## config.mk

```make
export PLATFORM = sky130hd
export DESIGN_NAME = branch_target_buffer
export DESIGN_NICKNAME = d
export VERILOG_FILES = /design/src/rtl/bpb_pkg.sv /design/src/rtl/sat_ctr2.sv /design/src/rtl/branch_target_buffer.sv
export SDC_FILE = /design/constraint.sdc
export NUM_CORES = 1
export LEC_CHECK = 0
export BUFFER_PORTS_ARGS = -buffer_cell sky130_fd_sc_hd__buf_4
export CAP_MARGIN = 20
export CORE_MARGIN = 2
export CORE_UTILIZATION = 50
export CTS_CLUSTER_DIAMETER = 100
export DETAILED_ROUTE_END_ITERATION = 10
export PLACE_DENSITY = 0.67
export SLEW_MARGIN = 5
export SYNTH_ARGS = -nofsm -noshare
export SYNTH_HDL_FRONTEND = slang
export SYNTH_SLANG_ARGS = --single-unit
```

## constraint.sdc

```tcl
create_clock -name clk -period 6.94 [get_ports clk]
set_input_delay 1.388 -clock clk [delete_from_list [all_inputs] [get_ports clk]]
set_output_delay 1.388 -clock clk [all_outputs]
set_load 0.05 [all_outputs]
```

## src/rtl/bpb_pkg.sv

```systemverilog
// Shared types and defaults for the branch predictor: counter encoding and
// the default entry count / tag width.
package bpb_pkg;

    typedef enum logic [1:0] {
        CTR_SNT = 2'b00,
        CTR_WNT = 2'b01,
        CTR_WT  = 2'b10,
        CTR_ST  = 2'b11
    } bpb_ctr_t;

    localparam int unsigned BPB_E = 16;
    localparam int unsigned BPB_T = 8;

endpackage

```

## src/rtl/sat_ctr2.sv

```systemverilog
// Next-state logic for a 2-bit saturating direction counter.
module sat_ctr2
    import bpb_pkg::*;
(
    input  bpb_ctr_t i_ctr,
    input  logic     i_taken,
    output bpb_ctr_t o_ctr
);

    always_comb begin
        o_ctr = i_ctr;
        case (i_ctr)
            CTR_SNT: o_ctr = i_taken ? CTR_WNT : CTR_SNT;
            CTR_WNT: o_ctr = i_taken ? CTR_WT  : CTR_SNT;
            CTR_WT:  o_ctr = i_taken ? CTR_ST  : CTR_WNT;
            CTR_ST:  o_ctr = i_taken ? CTR_ST  : CTR_WT;
            default: o_ctr = i_ctr;
        endcase
    end

endmodule

```

## src/rtl/branch_target_buffer.sv

```systemverilog
// Direct-mapped BTB with 2-bit direction counters: combinational lookup at
// fetch, update from decode, plus saturating branch/mispredict counters.
module branch_target_buffer
    import bpb_pkg::*;
#(
    parameter int unsigned ENTRIES   = BPB_E,
    parameter int unsigned TAG_WIDTH = BPB_T
) (
    input  logic        clk,
    input  logic        reset,
    input  logic [31:0] pc_f,
    input  logic        stall,
    input  logic        flush,
    input  logic        isbranch,
    input  logic        real_taken,
    input  logic [31:0] real_adr,
    output logic        predict_taken,
    output logic [31:0] predict_adr,
    output logic        mispredict,
    output logic [31:0] branch_cnt,
    output logic [31:0] mispred_cnt
);

    localparam int unsigned IDX = $clog2(ENTRIES);

    logic                 r_valid  [ENTRIES];
    logic [TAG_WIDTH-1:0] r_tag    [ENTRIES];
    bpb_ctr_t             r_ctr    [ENTRIES];
    logic [31:0]          r_target [ENTRIES];

    logic [IDX-1:0]       r_idx_d;
    logic [TAG_WIDTH-1:0] r_tag_d;
    logic                 r_hit_d;
    bpb_ctr_t             r_ctr_d;
    logic                 r_pred_taken_d;
    logic [31:0]          r_pred_target_d;

    logic [31:0]          r_branch_cnt;
    logic [31:0]          r_mispred_cnt;

    logic [IDX-1:0]       w_idx_f;
    logic [TAG_WIDTH-1:0] w_tag_f;
    logic                 w_hit_f;
    logic                 w_pred_taken_f;
    logic                 w_update;
    logic                 w_mispredict;
    bpb_ctr_t             w_ctr_next;

    assign w_idx_f        = pc_f[IDX+1:2];
    assign w_tag_f        = pc_f[TAG_WIDTH+IDX+1:IDX+2];
    assign w_hit_f        = r_valid[w_idx_f] & (r_tag[w_idx_f] == w_tag_f);
    assign w_pred_taken_f = w_hit_f & r_ctr[w_idx_f][1];

    assign predict_taken = w_pred_taken_f;
    assign predict_adr   = r_target[w_idx_f];

    assign w_update     = isbranch & ~stall;
    assign w_mispredict = isbranch &
                          ((r_pred_taken_d != real_taken) |
                           (real_taken & r_pred_taken_d & (r_pred_target_d != real_adr)));
    assign mispredict   = w_mispredict;

    // Counter step uses the state captured at lookup, so the update matches
    // what the prediction was based on.
    sat_ctr2 u_sat_ctr2 (
        .i_ctr   (r_ctr_d),
        .i_taken (real_taken),
        .o_ctr   (w_ctr_next)
    );

    always_ff @(posedge clk or negedge reset) begin
        if (!reset) begin
            r_idx_d         <= '0;
            r_tag_d         <= '0;
            r_hit_d         <= 1'b0;
            r_ctr_d         <= CTR_SNT;
            r_pred_taken_d  <= 1'b0;
            r_pred_target_d <= '0;
        end else if (flush) begin
            r_idx_d         <= '0;
            r_tag_d         <= '0;
            r_hit_d         <= 1'b0;
            r_ctr_d         <= CTR_SNT;
            r_pred_taken_d  <= 1'b0;
            r_pred_target_d <= '0;
        end else if (!stall) begin
            r_idx_d         <= w_idx_f;
            r_tag_d         <= w_tag_f;
            r_hit_d         <= w_hit_f;
            r_ctr_d         <= r_ctr[w_idx_f];
            r_pred_taken_d  <= w_pred_taken_f;
            r_pred_target_d <= r_target[w_idx_f];
        end
    end

    // Targets are cleared too so predict_adr is deterministic out of reset.
    always_ff @(posedge clk or negedge reset) begin
        if (!reset) begin
            for (int unsigned i = 0; i < ENTRIES; i++) begin
                r_valid[i]  <= 1'b0;
                r_tag[i]    <= '0;
                r_ctr[i]    <= CTR_SNT;
                r_target[i] <= '0;
            end
        end else if (w_update) begin
            if (r_hit_d) begin
                r_ctr[r_idx_d] <= w_ctr_next;
                if (real_taken) begin
                    r_target[r_idx_d] <= real_adr;
                end
            end else if (real_taken) begin
                r_valid[r_idx_d]  <= 1'b1;
                r_tag[r_idx_d]    <= r_tag_d;
                r_ctr[r_idx_d]    <= CTR_WT;
                r_target[r_idx_d] <= real_adr;
            end
        end
    end

    always_ff @(posedge clk or negedge reset) begin
        if (!reset) begin
            r_branch_cnt  <= '0;
            r_mispred_cnt <= '0;
        end else if (w_update) begin
            if (r_branch_cnt != '1) begin
                r_branch_cnt <= r_branch_cnt + 32'd1;
            end
            if (w_mispredict && (r_mispred_cnt != '1)) begin
                r_mispred_cnt <= r_mispred_cnt + 32'd1;
            end
        end
    end

    assign branch_cnt  = r_branch_cnt;
    assign mispred_cnt = r_mispred_cnt;

endmodule

```

==> out/qor.csv <==
stage;metric;value;unit
outcome;run_status;complete, no violations;
yosys;post-synth-top-area-fraction;0.5537;
worst_setup_path;worst-path-max-fanout;32;
pwr;power-per-cell-area;276.5;mW/mm^2
final_layout;final_nets;2521;
sta;rsz_0062_raised_after_global_routing;no;
yosys;post_synth_instance_area;0.03615;mm^2
worst_setup_path;criticalPathCategory;input port to output port;
floorplanning;fp.dieArea;0.07447;mm^2
clock_network;cts.sinks;800;
floorplanning;initial_utilization;0.5057;
floorplanning;core_area;0.07149;mm^2
yosys;mapped_nets;2407;
route;wl;88060;um
placement;gpl.final_weighted_congestion;0.7667;
floorplanning;floorplan.die.width;272.9;um
route;ant_nets;0;
yosys;synth_area_per_cell;15.49;um^2
global_routing;grt_util_met2;0.4042;
sta;totalNegativeSetupSlack;0;ns
floorplanning;die_height;272.9;um
yosys;number_of_enable_type_register_cells_in_the_synthesized_netlist;0;
worst_setup_path;crit_path_start_kind;input port;
floorplanning;top_level_ports;168;
yosys;synth_async_sr_flop_share;1.000;
hold_path;worstHoldPathType;flip-flop to flip-flop;
worst_setup_path;worst_ep_arrival_time;4.35;ns
final_layout;final_common_cell;dfrtp_1;
final_layout;number_of_cells_in_the_finished_layout_apart_from_fillers;3465;
global_routing;largest_net_degree_at_the_start_of_global_routing;182;
yosys;synth.ff_latch_count;800;
global_routing;busiest_layer;met2;
global_routing;initial_antenna_violation_count;6;
sta;min_period;5.738;ns
sta;worst_tran_pin_value;1.053;ns
pwr;max-vdd-ir-drop;177.9;uV
global_routing;gr-usage-all-layers;0.2435;
sta;hold_ws;0.4669;ns
global_routing;global_route.usage.met1;0.3317;
worst_setup_path;cell_breakdown_of_the_critical_path;buf_4 -> buf_4 -> mux4_2 -> nand2_1 -> a31oi_1 -> xor2_1 -> or3_1 -> nor2_1 -> and2_1 -> buf_4;
placement;post_dp_cell_area;0.03832;mm^2
global_routing;first_global_vias;22340;
yosys;synth_largest_area_cell;dfrtp_1;
final_layout;drive_above_1_share;0.5008;
final_layout;commonest_cells_after_routing_fill_and_taps_aside;dfrtp_1 (800), mux2_2 (675), mux4_2 (208);
yosys;seq_area_frac_synth;0.5537;
route;detail_route.iter0.violations;1584;
global_routing;grt_first_pass_wirelength;137500;um
final_layout;area_growth;14.13;%
sta;fin_worst_skew;0.02838;ns
sta;setup_viol_count_final;0;
flow_run;max_cap_violations;0;
sta;timing_hold_violations_final;0;
final_layout;final_util;0.5772;
route;post_drt_via_cell_ratio;5.948;
clock_network;clock_insertion_delay_at_the_later_pin_of_the_skew_report;0.64;ns
clock_network;cts_repair_resize_count;0;
global_routing;grt-ovfl-total;0;
floorplanning;fp-row-count;98;
pwr;static-leakage-power;0.01958;uW
sta;worst_slew_margin_rel;0.2982;
clock_network;cts_hold_buf;0;
final_layout;fill_cell_instance_count_of_the_final_layout;5559;
clock_network;htreeDepth;3;
clock_network;clk_root_buffer_cell;clkbuf_16;
yosys;yosys_warnings;0;
worst_setup_path;critical_path.max_stage_delay;0.70;ns
yosys;synth_top_flop_cell;dfrtp_1;
route;route.vias.total;20610;
clock_network;cts_buffers;85;
placement;post-place-cells;3310;
route;detail_route.first_pass.iterations;7;
global_routing;groute.layer.met3.usage;0.04745;
clock_network;clockBufferDepth;3;
yosys;netlist-cell-type-count;40;
placement;detailedPlacementHpwl;50790;um
clock_network;post_cts_setup_inserts;0;
sta;slew_viol_final;0;
route;drt-wirelength-per-cell;25.42;um
clock_network;cts.reportedPaths.clkPinSlew;0.06;ns
sta;fmaxAchievable;174.3;MHz
route;post-route-drc-count;0;
sta;min_period_over_period;0.8269;
worst_setup_path;slowest_stage;buf_4;
placement;buffer_ports.inserted;147;
yosys;yosys-top-cells-area;dfrtp_1 (55%), mux2_2 (21%), mux4_2 (13%), xor2_1 (1.7%), mux2i_1 (1.5%);
yosys;syn-instance-count;2334;
worst_setup_path;worstSetupEndpointType;output port;
final_layout;post-route-cell-area;0.04126;mm^2
worst_setup_path;timing.critical_path.mode_cell;buf_4;
worst_setup_path;worst_path_required_time;5.55;ns
clock_network;cts_tree;done;
==> synth_stat cells (6+ instances only) <==
cell,instances
mux4_2,208
nand3_1,20
clkbuf_1,131
and3_1,11
mux2_2,675
nand2_1,36
nor3_2,13
and4_1,7
nor4_1,21
buf_2,19
xnor2_1,31
nand2b_1,6
nor2_1,101
inv_1,15
nand4_1,16
dfrtp_1,800
or2_2,17
a21oi_1,8
nor3_1,19
buf_1,12
xor2_1,72
mux2i_1,54
==> report_power, final <==
group | internal (uW) | total (uW) | leakage, uW | switching, uW
sequential | 5070 | 5310 | 0.0108 | 240
clock | 2880 | 4740 | 0.00144 | 1860
combinational | 664 | 1360 | 0.00734 | 693
==> critical path: cells and delay by family <==
kind | cells | cell delay (ns)
mux | 1 | 0.41
compound gates | 1 | 0.11
simple gates | 4 | 0.83
buf+inv | 3 | 1.42
xor+xnor | 1 | 0.16
==> sequential cells by signal, indices dropped and copies added (netlist names) <==
name and count:
mispred_cnt 32, r_idx_d 4, r_tag 128, r_pred_target_d 32, r_valid 16, r_target 512, r_pred_taken_d 1, r_ctr 32
r_ctr_d 2, r_hit_d 1, r_tag_d 8, branch_cnt 32
==> metrics by stage <==
stage	setup slack [ns]	total power (uW)
after floorplan	2.074	6282
after global placement	1.175	6684
after detailed placement	1.178	6765
after CTS	1.169	11530
after global routing	1.071	11860
final	1.202	11410
==> path summary, 6_finish.rpt <==
kind                       cells after the start             end  slack, ns                start
min reg2reg                                    1      r_valid[0]       0.47           r_valid[0]
max in group asynchronous                      2   r_target[317]       4.57                reset
max reg2reg                                    7  mispred_cnt[1]       3.57  r_pred_target_d[17]
min in group asynchronous                      1  branch_cnt[30]       0.79                reset
min                                            1      r_valid[0]       0.47           r_valid[0]
max                                           10   predict_taken       1.20              pc_f[4]
==> final cells by class <==
type                            instances  area, um^2  area share
Sequential cell                       800       20020      0.4852
Multi-Input combinational cell       1350       15470      0.3750
Clock buffer                          123        2472     0.05992
Timing Repair Buffer                  196        1593     0.03860
Tap cell                              950        1189     0.02881
Clock inverter                         30       454.2     0.01101
Inverter                               15       57.56    0.001395
Antenna cell                            1       2.502  0.00006065
==> routing by layer <==
layer,wire [um],up-vias
li1,-,8811
met1,37810,11190
met2,43880,468
met3,4472,136
met4,1844,8
met5,57,-
==> cells by family after synthesis <==
| family | Yosys count | synth area share |
|---|---|---|
| mux | 937 | 0.3548 |
| simple gates | 287 | 0.04101 |
| flops | 800 | 0.5537 |
| compound gates | 19 | 0.003184 |
| buf+inv | 184 | 0.02101 |
| fa+ha+maj | 4 | 0.001315 |
| xor+xnor | 103 | 0.02495 |
Power figures use the tool's default switching activity.
